File: src/rtl/fifo_pack.sv
// Packs IN_W-bit beats into RATIO-lane words for a downstream FIFO write port.
// A closed word sits in a one-deep output register until the FIFO has room.
module fifo_pack #(
  parameter  int IN_W  = 8,
  parameter  int RATIO = 4,
  localparam int OUT_W = IN_W * RATIO,
  localparam int CNT_W = $clog2(RATIO) + 1
) (
  input  logic             clk,
  input  logic             nreset,
  input  logic             in_valid_i,
  input  logic [IN_W-1:0]  in_data_i,
  input  logic             in_last_i,
  output logic             in_ready_o,
  input  logic             full_i,
  output logic             wr_o,
  output logic [OUT_W-1:0] wr_data_o,
  output logic [CNT_W-1:0] wr_cnt_o,
  output logic             wr_last_o
);

  logic [RATIO-1:0][IN_W-1:0] acc_q, acc_d;
  logic [RATIO-1:0][IN_W-1:0] out_data_q, out_data_d;
  logic [CNT_W-1:0]           cnt_q, cnt_d;
  logic [CNT_W-1:0]           out_cnt_q, out_cnt_d;
  logic                       out_vld_q, out_vld_d;
  logic                       out_last_q, out_last_d;
  logic                       accept;
  logic                       closing;
  int unsigned                cnt_u;

  assign in_ready_o = !out_vld_q || !full_i;
  assign wr_o       = out_vld_q && !full_i;
  assign wr_data_o  = out_data_q;
  assign wr_cnt_o   = out_cnt_q;
  assign wr_last_o  = out_last_q;

  assign accept  = in_valid_i && in_ready_o;
  assign closing = accept && ((cnt_q == CNT_W'(RATIO - 1)) || in_last_i);
  assign cnt_u   = 32'(cnt_q);

  always_comb begin
    acc_d      = acc_q;
    cnt_d      = cnt_q;
    out_data_d = out_data_q;
    out_cnt_d  = out_cnt_q;
    out_vld_d  = out_vld_q;
    out_last_d = out_last_q;

    if (wr_o) out_vld_d = 1'b0;

    // A closing beat overrides the write-clear so the register reloads in place.
    if (closing) begin
      for (int unsigned k = 0; k < RATIO; k++) begin
        if (k < cnt_u)       out_data_d[k] = acc_q[k];
        else if (k == cnt_u) out_data_d[k] = in_data_i;
        else                 out_data_d[k] = '0;
      end
      out_cnt_d  = cnt_q + CNT_W'(1);
      out_last_d = in_last_i;
      out_vld_d  = 1'b1;
      acc_d      = '0;
      cnt_d      = '0;
    end else if (accept) begin
      for (int unsigned k = 0; k < RATIO; k++) begin
        if (k == cnt_u) acc_d[k] = in_data_i;
      end
      cnt_d = cnt_q + CNT_W'(1);
    end
  end

  always_ff @(posedge clk or negedge nreset) begin
    if (!nreset) begin
      acc_q      <= '0;
      cnt_q      <= '0;
      out_data_q <= '0;
      out_cnt_q  <= '0;
      out_vld_q  <= 1'b0;
      out_last_q <= 1'b0;
    end else begin
      acc_q      <= acc_d;
      cnt_q      <= cnt_d;
      out_data_q <= out_data_d;
      out_cnt_q  <= out_cnt_d;
      out_vld_q  <= out_vld_d;
      out_last_q <= out_last_d;
    end
  end

endmodule

File: config.mk
export PLATFORM = sky130hd
export DESIGN_NAME = fifo_pack
export DESIGN_NICKNAME = d
export VERILOG_FILES = /design/src/rtl/fifo_pack.sv
export SDC_FILE = /design/constraint.sdc
export NUM_CORES = 1
export LEC_CHECK = 0
export ABC_AREA = 1
export BUFFER_PORTS_ARGS = -buffer_cell sky130_fd_sc_hd__buf_2
export CAP_MARGIN = 20
export CORE_ASPECT_RATIO = 0.5
export CORE_UTILIZATION = 45
export CTS_BUF_LIST = sky130_fd_sc_hd__clkbuf_4 sky130_fd_sc_hd__clkbuf_8
export CTS_CLUSTER_DIAMETER = 120
export DETAILED_ROUTE_END_ITERATION = 8
export PLACE_DENSITY = 0.73
export SLEW_MARGIN = 20
export SYNTH_ARGS = -nofsm -noshare
export SYNTH_HDL_FRONTEND = slang
export SYNTH_SLANG_ARGS = --single-unit
File: constraint.sdc
create_clock -name clk -period 1.55 [get_ports clk]
set_clock_uncertainty 0.1 [all_clocks]
set_input_delay 0.155 -clock clk [delete_from_list [all_inputs] [get_ports clk]]
set_output_delay 0.155 -clock clk [all_outputs]
set_load 0.005 [all_outputs]
# Word level (Yosys, flattened, before mapping)
# Index checks and enable logic that the tools add are counted.
[word_totals] ff_bits=72 in_bits=13 output_inout_bits=38 word_cells=57
[op_classes] n_addsub=1 magnitude_cmp=4 n_eq_ne=4 muxes=18 n_reduce_logical=18
[op_table] operator="$mux 8" n=12
[op_table] operator="$mux 32" n=2
[op_table] operator="$logic_not 32->1" n=1
[op_table] operator="$reduce_bool 2->1" n=6
[op_table] operator="$reduce_and 2->1" n=4
[op_table] operator="$eq 2x3->1 const A" n=2
[op_table] operator="$lt 1x3->1 const A" n=2
[op_table] operator="$lt 2x3->1 const A" n=2
[op_table] operator="$mux 3" n=2
[op_table] operator="$add 3x1->3 const B" n=1
[op_table] operator="$eq 1x3->1 const A" n=1
[op_table] operator="$eq 3x2->1 const B" n=1
[op_table] operator="$logic_and 1x1->1" n=3
[op_table] operator="$logic_not 1->1" n=2
[op_table] operator="$logic_or 1x1->1" n=2
[op_table] operator="$mux 1" n=2

# Depth between registers and ports, before layout
[logic_depth] depth_word=6 depth_mapped=8 depth_no_buf=8

# Least setup slack after synthesis
# Ideal clock, no wire load.
[synth_path] path_type="register to register" from="register cnt_q[0]" to="register acc_q[16] (netlist name)" setup_time_ps=118 arrival_time_ps=1193 t_required_ps=1332 path_slack_ps=139 path_stages_with_launch=9 path_buffers=1 synth_period_minus_slack_ps=1411 path_cell_list="dfrtp_1 inv_2 ha_1 buf_2 nand2_1 nand3_1 nand2_2 nand2_1 nand2_1"
[synth_between] elab_chain_cells=5 elab_cells_between_ends=8 classes_between="eq/ne: 2; mux: 1; reduce/logical: 5"
[synth_lines] element="start, declared" line_no="24" rtl="logic [CNT_W-1:0] cnt_q, cnt_d;"
[synth_lines] element="start signal, assigned" line_no="82" rtl="cnt_q <= cnt_d;"
[synth_lines] element="$eq 3x2->1" line_no="39" rtl="assign closing = accept && ((cnt_q == CNT_W'(RATIO - 1)) || in_last_i);"
[synth_lines] element="$logic_or 1x1->1" line_no="39"
[synth_lines] element="$logic_and 1x1->1" line_no="39"
[synth_lines] element="$reduce_bool 2->1 (no line)"
[synth_lines] element="$reduce_and 2->1 (no line)"
[synth_lines] element="end signal, assigned" line_no="74" rtl="acc_q <= '0;"
[synth_lines] element="end signal, assigned" line_no="81" rtl="acc_q <= acc_d;"
[synth_lines] element="end, declared" line_no="22" rtl="logic [RATIO-1:0][IN_W-1:0] acc_q, acc_d;"
# Several ways; a longest one is shown, not always the timed one.
# A chain may end at the register's enable or synchronous reset.

# Worst setup path after layout
[layout_path] from="register cnt_q[1]" to="register acc_q[3] (netlist name)"
# The elaborated chain is that of the path after synthesis.

==> flow_summary.json <==
{
  "place_hpwl_um": 5664,
  "cts.sinks": 72,
  "final_max_slew_viol_count": 0,
  "p_per_area_nw_per_um2": 1373,
  "power_switching_w": 0.001881,
  "maxSlewHeadroom_pct": 76.39,
  "cp-end-kind": "flop",
  "required_ns": 1.69,
  "cts_tree": "built",
  "die_h_um": 63.17,
  "htree_levels": 3,
  "routedWlPerCell_um": 13.96,
  "vias": 2887,
  "ys_seq_elements": 72,
  "status": "complete, no violations",
  "synth_edf_count": 0,
  "rows": 21,
  "routed_wl_um": 8141,
  "track_usage_pct": 22.52,
  "maxCapViolations": 0,
  "antenna_found_initial": 0,
  "clkLatencyLatePin_ns": 0.35,
  "placed_area_sq_um": 3750,
  "multi_input_area_sq_um": 1333,
  "overflow": 0,
  "clk_pin_slew_worst_paths_ns": 0.08,
  "rsz0062_at_grt": "true",
  "vdd_drop_max_mv": 0.4807,
  "synth_commonest_cells": "nand2_1, dfrtp_1, o21ai_0",
  "grt_pass1_vias": 2596,
  "die_x_um": 124.3,
  "design_area_sq_um": 3991,
  "p_clk_share_pct": 26.8,
  "portBuffers": 50,
  "hold_path.class": "primary input to flop",
  "holdCritStartpoint": "in_data_i[6]",
  "syn_nets": 441,
  "swShare_pct": 34.31,
  "final_util_pct": 57.32,
  "yosysWarningCount": 0,
  "ant_nets": 0,
  "arrival_ns": 1.61,
  "setup_viol": 0,
  "fill_cells": 652,
  "initialDrtViolationCount": 336,
  "fin_crit_ns": 1.470,
  "hold_path_end": "acc_q[22]$_DFFE_PN0P_",
  "ioPinCount": 51,
  "areaGrowthSynthToFinish_pct": 18.54,
  "drt_drc_violations_left": 0,
  "ys_types": 20,
  "drive_gt1_share_pct": 19.76,
  "synth_top_area_cell": "dfrtp_1",
  "netlist_instances": 425,
  "gp_congestion": 0.8836,
  "core_area_sq_um": 6963,
  "post-route-period-util_pct": 94.82,
  "synthFlopType": "dfrtp_1",
  "r2r-start": "cnt_q[1]$_DFFE_PN0P_",
  "avgViaCountPerCell": 4.952,
  "grt_max_degree": 62,
  "synth.most_common_cell": "nand2_1",
  "async_flop_share_pct": 100.0,
  "fmax_mhz": 680.4,
  "cp_max_fo": 10,
  "dieArea_sq_um": 7853,
  "start_kind": "flop",
  "cellInternalPower_w": 0.003601,
  "p_leak_nw": 2.273,
  "pwr-share-comb_pct": 28.5,
  "hold_violations": 0,
  "r2r_slack_ns": 0.08,
  "syn_avg_cell_area_sq_um": 7.922,
  "synth.top_cell.area_share_pct": 53.51,
  "worst_slew_pin_slew_ns": 0.3538,
  "regArea_sq_um": 1802,
  "nets": 502,
  "whs_path_depth": 3,
  "numCtsBuffers": 9,
  "dr.pass1.iters": 4,
  "clockBufferDepth": 2,
  "synth_area_leaders": "dfrtp_1, nand2_1, nand4_1",
  "r2r_end": "acc_q[3]$_DFFE_PN0P_",
  "syn-cell-area_sq_um": 3367,
  "antenna_cells": 0,
  "cts_root_buf": "clkbuf_8",
  "synth.yosys.seq_area_share_pct": 53.51,
  "critPathKind": "flop to flop",
  "start_util_pct": 48.36,
  "pwr-share-seq_pct": 44.7,
  "grt_pass1_wl_um": 13660,
  "reg2reg_depth": 6
}
-- flip-flops by register name (all words and copies together) (netlist names) --
name	flops
acc_q	32
cnt_q	3
out_vld_q	1
wr_cnt_o	3
wr_data_o	32
wr_last_o	1
-- power groups by stage --
stage               Sequential, W  Clock [W]  Combinational (W)
floorplan                 0.00247          0           0.000906
global placement          0.00248          0            0.00151
detailed placement        0.00248          0            0.00153
CTS                       0.00245    0.00150            0.00155
global route              0.00249    0.00161            0.00174
finish                    0.00245    0.00147            0.00156
-- worst max path at each step --
stage                               start                       end  slack [ns]  cells past startpoint
floorplan            cnt_q[0]$_DFFE_PN0P_     acc_q[16]$_DFFE_PN0P_        0.14                      8
global placement     cnt_q[1]$_DFFE_PN0P_      acc_q[3]$_DFFE_PN0P_       0.009                      6
detailed placement   cnt_q[1]$_DFFE_PN0P_      acc_q[3]$_DFFE_PN0P_       -0.02                      6
CTS                 out_vld_q$_DFFE_PN0P_  wr_data_o[8]$_DFFE_PN0P_        0.03                      7
global route         cnt_q[1]$_DFFE_PN0P_      acc_q[3]$_DFFE_PN0P_      -0.003                      7
finish               cnt_q[1]$_DFFE_PN0P_      acc_q[3]$_DFFE_PN0P_        0.08                      6
-- cells by family after synthesis --
logic type | Yosys count | synth area share, %
AO/OA/AOI/OAI | 32 | 4.756
XOR/XNOR | 1 | 0.2602
adder cells (fa/ha/maj) | 3 | 1.115
buffers and inverters | 45 | 7.060
flip-flops | 72 | 53.51
AND/OR/NAND/NOR | 272 | 33.30
-- critical path, stage by stage, from the launching register on --
cell and delay (ns):
dfrtp_1 0.43, inv_1 0.09, ha_1 0.19, nand2_2 0.17
inv_1 0.18, nand4_1 0.13, nand2_1 0.07
-- layout make-up --
type | instances | share of cell area [%]
flip-flops and latches | 72 | 45.14
multi-input cells | 308 | 33.39
repair buffers | 67 | 10.97
clock buffers | 12 | 3.668
well taps | 92 | 2.884
inverters | 28 | 2.821
clock inverters | 4 | 1.129
-- placed cells by master, fill, tap and decap left out, drive strengths merged --
cell type    netlist  final
nand2            222    222
nand4             24     24
inv               28     28
buf               17     63
dlygate4sd3        0      4
a21oi              2      2
clkbuf             0     12
nand3              4      4
ha                 3      3
o21ai             30     30
dfrtp             72     72
xnor2              1      1
nor2              22     22
clkinv             0      3
bufinv             0      1
-- routing by layer --
metal	GRT usage, %	wire (um)	vias up
li1	-	-	1458
met1	36.54	4376	1325
met2	27.76	3138	95
met3	6.627	557	9
met4	6.325	69	0
met5	0	0	-
-- metrics by stage --
step	total power, W	TNS, ns	hold WS, ns	setup slack [ns]	std cells
after floorplan	0.003373	0	-0.2406	0.1388	425
after global routing	0.005847	-0.003373	0.003491	-0.003373	583
after CTS	0.005502	0	0.001708	0.03274	583
after global placement	0.003989	0	-0.04391	0.009050	563
after detailed placement	0.004011	-0.07435	-0.04602	-0.02381	563
final	0.005482	0	0.01090	0.08030	583
-- timing repair --
action	4_1_cts	5_1_grt
gates resized for setup	1	5
buffers inserted	0	0
hold endpoints to repair	76	0
endpoints found under the setup margin	8	44
hold buffers	4	0
Power figures use the tool's default switching activity.
